## config.mk

```make
export PLATFORM = sky130hd
export DESIGN_NAME = hilo_unit
export DESIGN_NICKNAME = d
export VERILOG_FILES = /design/src/rtl/hilo_unit.sv
export SDC_FILE = /design/constraint.sdc
export NUM_CORES = 1
export LEC_CHECK = 0
export CAP_MARGIN = 5
export CORE_AREA = 2 2 147 149
export CTS_BUF_LIST = sky130_fd_sc_hd__clkbuf_8
export DETAILED_ROUTE_END_ITERATION = 8
export DIE_AREA = 0 0 149 151
export MAX_ROUTING_LAYER = met4
export PLACE_DENSITY = 0.82
export SETUP_SLACK_MARGIN = 0.15
export SLEW_MARGIN = 30
export SYNTH_ARGS = -nofsm -noshare
export SYNTH_HDL_FRONTEND = slang
export SYNTH_SLANG_ARGS = --single-unit
```

## constraint.sdc

```tcl
create_clock -name clk -period 5.15 [get_ports clk]
set_input_delay 1.03 -clock clk [delete_from_list [all_inputs] [get_ports clk]]
set_output_delay 1.03 -clock clk [all_outputs]
set_load 0.05 [all_outputs]
```

## src/rtl/hilo_unit.sv

```systemverilog
// HI/LO sequencing stage around an external combinational 32x32 multiplier.
// It registers the operands, waits MUL_LATENCY cycles, then commits the sign-corrected product.
module hilo_unit #(
    parameter int unsigned MUL_LATENCY = 2
) (
    input  logic        clk,
    input  logic        reset,
    input  logic        start,
    input  logic [1:0]  op,
    input  logic [31:0] rs_data,
    input  logic [31:0] rt_data,
    output logic        mul_ena,
    output logic [31:0] mul_a,
    output logic [31:0] mul_b,
    input  logic [63:0] mul_z,
    output logic        busy,
    output logic        done,
    output logic [31:0] hi,
    output logic [31:0] lo
);

    localparam logic [1:0] OP_MULTU = 2'b00;
    localparam logic [1:0] OP_MULT  = 2'b01;
    localparam logic [1:0] OP_MTHI  = 2'b10;
    localparam logic [1:0] OP_MTLO  = 2'b11;
    localparam logic [3:0] CNT_INIT = 4'(MUL_LATENCY);

    typedef enum logic {
        IDLE,
        WAIT
    } state_t;

    state_t      state_q, state_d;
    logic [3:0]  cnt_q, cnt_d;
    logic        neg_q, neg_d;
    logic        done_q, done_d;
    logic [31:0] mul_a_q, mul_a_d;
    logic [31:0] mul_b_q, mul_b_d;
    logic [31:0] hi_q, hi_d;
    logic [31:0] lo_q, lo_d;

    logic [31:0] rs_mag;
    logic [31:0] rt_mag;
    logic [63:0] product_fix;

    // 0x80000000 negates to itself, which is its correct unsigned magnitude.
    assign rs_mag      = rs_data[31] ? (~rs_data + 32'd1) : rs_data;
    assign rt_mag      = rt_data[31] ? (~rt_data + 32'd1) : rt_data;
    assign product_fix = neg_q ? (~mul_z + 64'd1) : mul_z;

    always_comb begin
        state_d = state_q;
        cnt_d   = cnt_q;
        neg_d   = neg_q;
        done_d  = 1'b0;
        mul_a_d = mul_a_q;
        mul_b_d = mul_b_q;
        hi_d    = hi_q;
        lo_d    = lo_q;

        case (state_q)
            IDLE: begin
                if (start) begin
                    case (op)
                        OP_MULTU: begin
                            mul_a_d = rs_data;
                            mul_b_d = rt_data;
                            neg_d   = 1'b0;
                            cnt_d   = CNT_INIT;
                            state_d = WAIT;
                        end
                        OP_MULT: begin
                            mul_a_d = rs_mag;
                            mul_b_d = rt_mag;
                            neg_d   = rs_data[31] ^ rt_data[31];
                            cnt_d   = CNT_INIT;
                            state_d = WAIT;
                        end
                        OP_MTHI: begin
                            hi_d   = rs_data;
                            done_d = 1'b1;
                        end
                        OP_MTLO: begin
                            lo_d   = rs_data;
                            done_d = 1'b1;
                        end
                        default: begin
                            state_d = IDLE;
                        end
                    endcase
                end
            end
            WAIT: begin
                // New requests are dropped here; the control FSM stalls on busy.
                cnt_d = cnt_q - 4'd1;
                if (cnt_q <= 4'd1) begin
                    {hi_d, lo_d} = product_fix;
                    done_d       = 1'b1;
                    cnt_d        = 4'd0;
                    state_d      = IDLE;
                end
            end
            default: begin
                state_d = IDLE;
            end
        endcase
    end

    always_ff @(posedge clk or negedge reset) begin
        if (!reset) begin
            state_q <= IDLE;
            cnt_q   <= 4'd0;
            neg_q   <= 1'b0;
            done_q  <= 1'b0;
            mul_a_q <= 32'd0;
            mul_b_q <= 32'd0;
            hi_q    <= 32'd0;
            lo_q    <= 32'd0;
        end else begin
            state_q <= state_d;
            cnt_q   <= cnt_d;
            neg_q   <= neg_d;
            done_q  <= done_d;
            mul_a_q <= mul_a_d;
            mul_b_q <= mul_b_d;
            hi_q    <= hi_d;
            lo_q    <= lo_d;
        end
    end

    assign busy    = (state_q == WAIT);
    assign mul_ena = (state_q == WAIT);
    assign mul_a   = mul_a_q;
    assign mul_b   = mul_b_q;
    assign done    = done_q;
    assign hi      = hi_q;
    assign lo      = lo_q;

endmodule

```

# --- Yosys cells after proc, flatten, opt, wreduce, memory -nomap -nowiden ---
# Cells that the tools add are included.
totals:
  register_bits: 135
  inputBits: 133
  out_inout_bits: 131
  wordCells: 60
classes:
  addsub: 4
  magnitude_cmp: 1
  n_eq_ne: 8
  mux: 26
  bitwise_logic: 5
  n_reduce_logical: 8
op_table:
  columns: ["cell", "n"]
  rows:
  - ["$mux W32", 8]
  - ["$pmux W32 S2", 4]
  - ["$add A32 B1 Y32 const B", 2]
  - ["$add A64 B1 Y64 const B", 1]
  - ["$mux W64", 1]
  - ["$not A32 Y32", 2]
  - ["$not A64 Y64", 1]
  - ["$mux W4", 3]
  - ["$reduce_and A3 Y1", 3]
  - ["$pmux W4 S2", 1]
  - ["$mux W1", 6]
  - ["$ne A2 B1 Y1 const B", 3]
  - ["$pmux W1 S2", 3]
  - ["$eq A2 B2 Y1 const B", 2]
  - ["$le A4 B1 Y1 const B", 1]
  - ["$ne A2 B2 Y1 const B", 2]
  - ["$reduce_or A2 Y1", 2]
  - ["$sub A4 B1 Y4 const B", 1]
  - ["$eq A2 B1 Y1 const B", 1]
  - ["$logic_not A2 Y1", 1]
  - ["$reduce_and A2 Y1", 1]
  - ["$reduce_bool A2 Y1", 1]
  - ["$not A1 Y1", 1]
  - ["$xor A1 B1 Y1", 1]

# --- Longest topological paths before layout ---
depth:
  depth_word: 5
  depth_mapped: 10
  ltp_nobuf: 8

# --- Worst setup path before layout ---
# OpenSTA, ideal clock, no wires.
synth_timing:
  kind: "input to register"
  startpoint: "input mul_z[44]"
  endpoint: "register hi_q[31] (netlist: hi[31])"
  setup_time_ns: 0.104
  arrival_ns: 3.125
  t_required_ns: 5.046
  path_slack_ns: 1.921
  path_stages: 6
  path_buffers: 0
  cell_sequence: "or4_1 > or4_4 > or4_4 > o41ai_2 > xor2_1 > a221oi_1"
synth_via:
  elab_chain_cells: 5
synth_rtl:
  columns: ["item", "line", "source"]
  rows:
  - ["start, declared", "15", "input logic [63:0] mul_z,"]
  - ["$not A64 Y64", "49", "assign product_fix = neg_q ? (~mul_z + 64'd1) : mul_z;"]
  - ["$add A64 B1 Y64", "49", null]
  - ["$mux W64", "49", null]
  - ["$mux W32", "96", "if (cnt_q <= 4'd1) begin"]
  - ["$pmux W32 S2", "61", "case (state_q)"]
  - ["end signal, assigned", "126", "hi_q <= hi_d;"]
  - ["end, declared", "39", "logic [31:0] hi_q, hi_d;"]
# Every way passes these cells. The select of a mux whose other input is x is not followed.
# A chain may end at the register's enable or synchronous reset.

# --- Worst setup path after layout ---
layout_timing:
  startpoint: "input mul_z[12]"
  endpoint: "register hi_q[18] (netlist: hi[18])"
# Same word-level chain as after synthesis.

==> impl_metrics.json <==
{
  "cp-end-kind": "flop",
  "start_kind": "input pin",
  "clk_pin_slew_ns": 0.07,
  "ys_seq_area_frac": 0.408,
  "r2r_cells": 9,
  "path_cells": "clkdlybuf4s50_1, or4_1, or2_1, or3_1, o41ai_1, xor2_1, o221ai_1",
  "critical_path.slowest_cell": "or4_1",
  "synth_area_leaders": "dfrtp_1 (41%), xor2_1 (8.8%), o21ai_0 (6.1%)",
  "die_area_sq_um": 22500,
  "post-dp-hpwl_um": 24000,
  "cp.required_ns": 5.43,
  "leakage_nw": 4.40,
  "finalHoldViolCount": 0,
  "synth_top_cell_area_share": 0.408,
  "clock.fmax_mhz": 273,
  "reg2reg_slack_ns": 1.98,
  "min_to": "mul_a[19]",
  "powerDensity_nw_per_um2": 643,
  "postLayoutCellArea_sq_um": 11500,
  "worstSkewPairLatency_ns": 0.45,
  "finalPower_w": 0.00740,
  "period_share": 0.710,
  "cap_violations": 0,
  "via_per_inst": 5.64,
  "postCtsHoldBufs": 0,
  "drc": 0,
  "rsz0062_at_grt": "false",
  "yosys_warnings": 0,
  "cts_buffers": 17,
  "tns_ns": 0,
  "clock_path_buffers": 2,
  "avgSynthCellArea_sq_um": 8.69,
  "synth-async-reset-ratio": 1.00,
  "synth_area_sq_um": 8290,
  "synthCells": 954,
  "synth_most_common_cell": "dfrtp_1",
  "globalRoute.totalOverflow": 0,
  "min_path_type": "flop to flop",
  "finalSetupViolCount": 0,
  "start_util": 0.398,
  "yosys_most_used_dff": "dfrtp_1",
  "placed_cell_area_sq_um": 11100,
  "fin_skew_ns": 0.0226,
  "avgRoutedWirePerCell_um": 20.9,
  "gp_congestion": 0.962,
  "path_class": "input pin to flop",
  "num-nets-final": 1323,
  "ys_types": 53,
  "slew-limit-headroom": 0.309,
  "grt_max_degree": 83,
  "synth_top_area_cell": "dfrtp_1",
  "synth-seq-cells": 135,
  "fin_crit_ns": 3.66,
  "grt_first_pass_wirelength_um": 47100,
  "clock-root-buffer": "clkbuf_8",
  "holdCritStartpoint": "mul_a[19]",
  "grtUsageTotal": 0.284,
  "drive_gt1_frac": 0.0518,
  "register_area_sq_um": 3380,
  "coreArea_sq_um": 20800,
  "drt_iter0_markers": 578,
  "antenna_found_initial": 1,
  "grt_pass1_vias": 8083,
  "cts_resized": 0,
  "clock_sinks": 135,
  "multi_input_area_sq_um": 4650,
  "syn_nets": 1092,
  "crit_fanout": 12,
  "final-max-slew-violation-count": 0,
  "wl_um": 30800,
  "port_buffers": 263,
  "cp.arrival_ns": 3.94,
  "num_vias": 8313,
  "synth_edf_count": 0,
  "area_delta_synth_final_pct": 38.9,
  "outcome": "complete, no violations",
  "vdd.ir_drop.worst_v": 0.000340,
  "drt_first_pass_iters": 5,
  "fp.dieW_um": 149,
  "cts_tree": "yes",
  "hold_depth": 2,
  "r2r-start": "cnt_q[0]",
  "max_stage_delay_ns": 0.63,
  "rows": 53,
  "io-pin-count": 264,
  "die_h_um": 151,
  "reg2reg_to": "hi[16]",
  "antenna_left": 0,
  "cts_setup_buffers": 0,
  "worstMarginPinSlew_ns": 1.04,
  "synthTopCellsByCount": "dfrtp_1 (135), nand2_1 (122), o21ai_0 (101)",
  "h-tree-depth": 4,
  "fillers": 1911
}
[state kept, by name (all words and copies together), names as in the netlist]
register / cells
mul_b: 32
neg_q: 1
hi: 32
cnt_q: 4
busy: 1
done: 1
mul_a: 32
lo: 32
[cell usage in the layout (no fill, tap or decap), types with 17 or more instances in the layout]
cell type / netlist / routed
a21oi_1: 33 / 32
xnor2_1: 35 / 35
dfrtp_1: 135 / 134
clkdlybuf4s50_1: 0 / 262
nor2_1: 76 / 75
nand2_1: 122 / 122
o21ai_0: 101 / 101
nor3_1: 25 / 25
or4_1: 18 / 18
o31ai_1: 29 / 29
o21ai_1: 18 / 18
clkbuf_8: 0 / 17
o41ai_1: 22 / 22
xor2_1: 83 / 83
[how the worst max path moves through the flow]
stage               startpoint  endpoint  slack (ns)  depth (start not counted)
finish               mul_z[12]    hi[18]        1.49                          7
global route         mul_z[18]     hi[5]        1.30                          7
CTS                  mul_z[12]    hi[18]        1.55                          7
detailed placement   mul_z[12]    hi[18]        1.07                          7
global placement     mul_z[12]    hi[18]        1.05                          7
floorplan            mul_z[44]    hi[31]        1.92                          6
[logic make-up after synthesis]
logic type | after synthesis | share of synthesized area
flip-flops | 135 | 0.408
AND/OR/NAND/NOR | 343 | 0.205
multiplexers | 9 | 0.0110
AO/OA/AOI/OAI | 272 | 0.210
buffers and inverters | 72 | 0.0334
XOR/XNOR | 118 | 0.125
adder cells (fa/ha/maj) | 5 | 0.00755
[worst max-delay path: cells and delay by family]
| kind | cells | cell delay (ns) |
|---|---|---|
| AND/OR/NAND/NOR | 3 | 1.53 |
| AO/OA/AOI/OAI | 2 | 0.70 |
| buffers and inverters | 1 | 0.47 |
| XOR/XNOR | 1 | 0.21 |
[cell type report]
cell class	instances	share of cell area
inverter	12	0.00391
antenna	1	0.000217
sequential	135	0.293
multi-input combinational	747	0.404
clock buffer	17	0.0203
timing repair buffer	272	0.236
clock inverter	15	0.0123
tap	275	0.0299
[where the power goes]
| group | switching (W) | leakage [nW] | internal, W | total [W] |
|---|---|---|---|---|
| registers | 0.000380 | 1.64 | 0.00159 | 0.00197 |
| clock network | 0.000471 | 0.184 | 0.000390 | 0.000861 |
| logic | 0.00307 | 2.57 | 0.00149 | 0.00457 |
[layer usage]
| layer | vias to the layer above | global-route usage | routed length [um] |
|---|---|---|---|
| li1 | 3915 | - | - |
| met1 | 3899 | 0.368 | 12900 |
| met3 | 63 | 0.0608 | 2940 |
| met2 | 436 | 0.442 | 14200 |
| met5 | - | - | 0 |
| met4 | 0 | 0.101 | 881 |
[metrics by stage]
stage / hold WS, ns / util / setup WS (ns) / instances
after floorplan: 0.496 / - / 1.92 / 954
final: 0.479 / 0.553 / 1.49 / 1474
after global routing: 0.492 / 0.553 / 1.30 / 1474
after global placement: 0.457 / 0.535 / 1.05 / 1441
after CTS: 0.488 / 0.553 / 1.55 / 1473
after detailed placement: 0.466 / 0.535 / 1.07 / 1441
(Power assumes the default switching activity.)
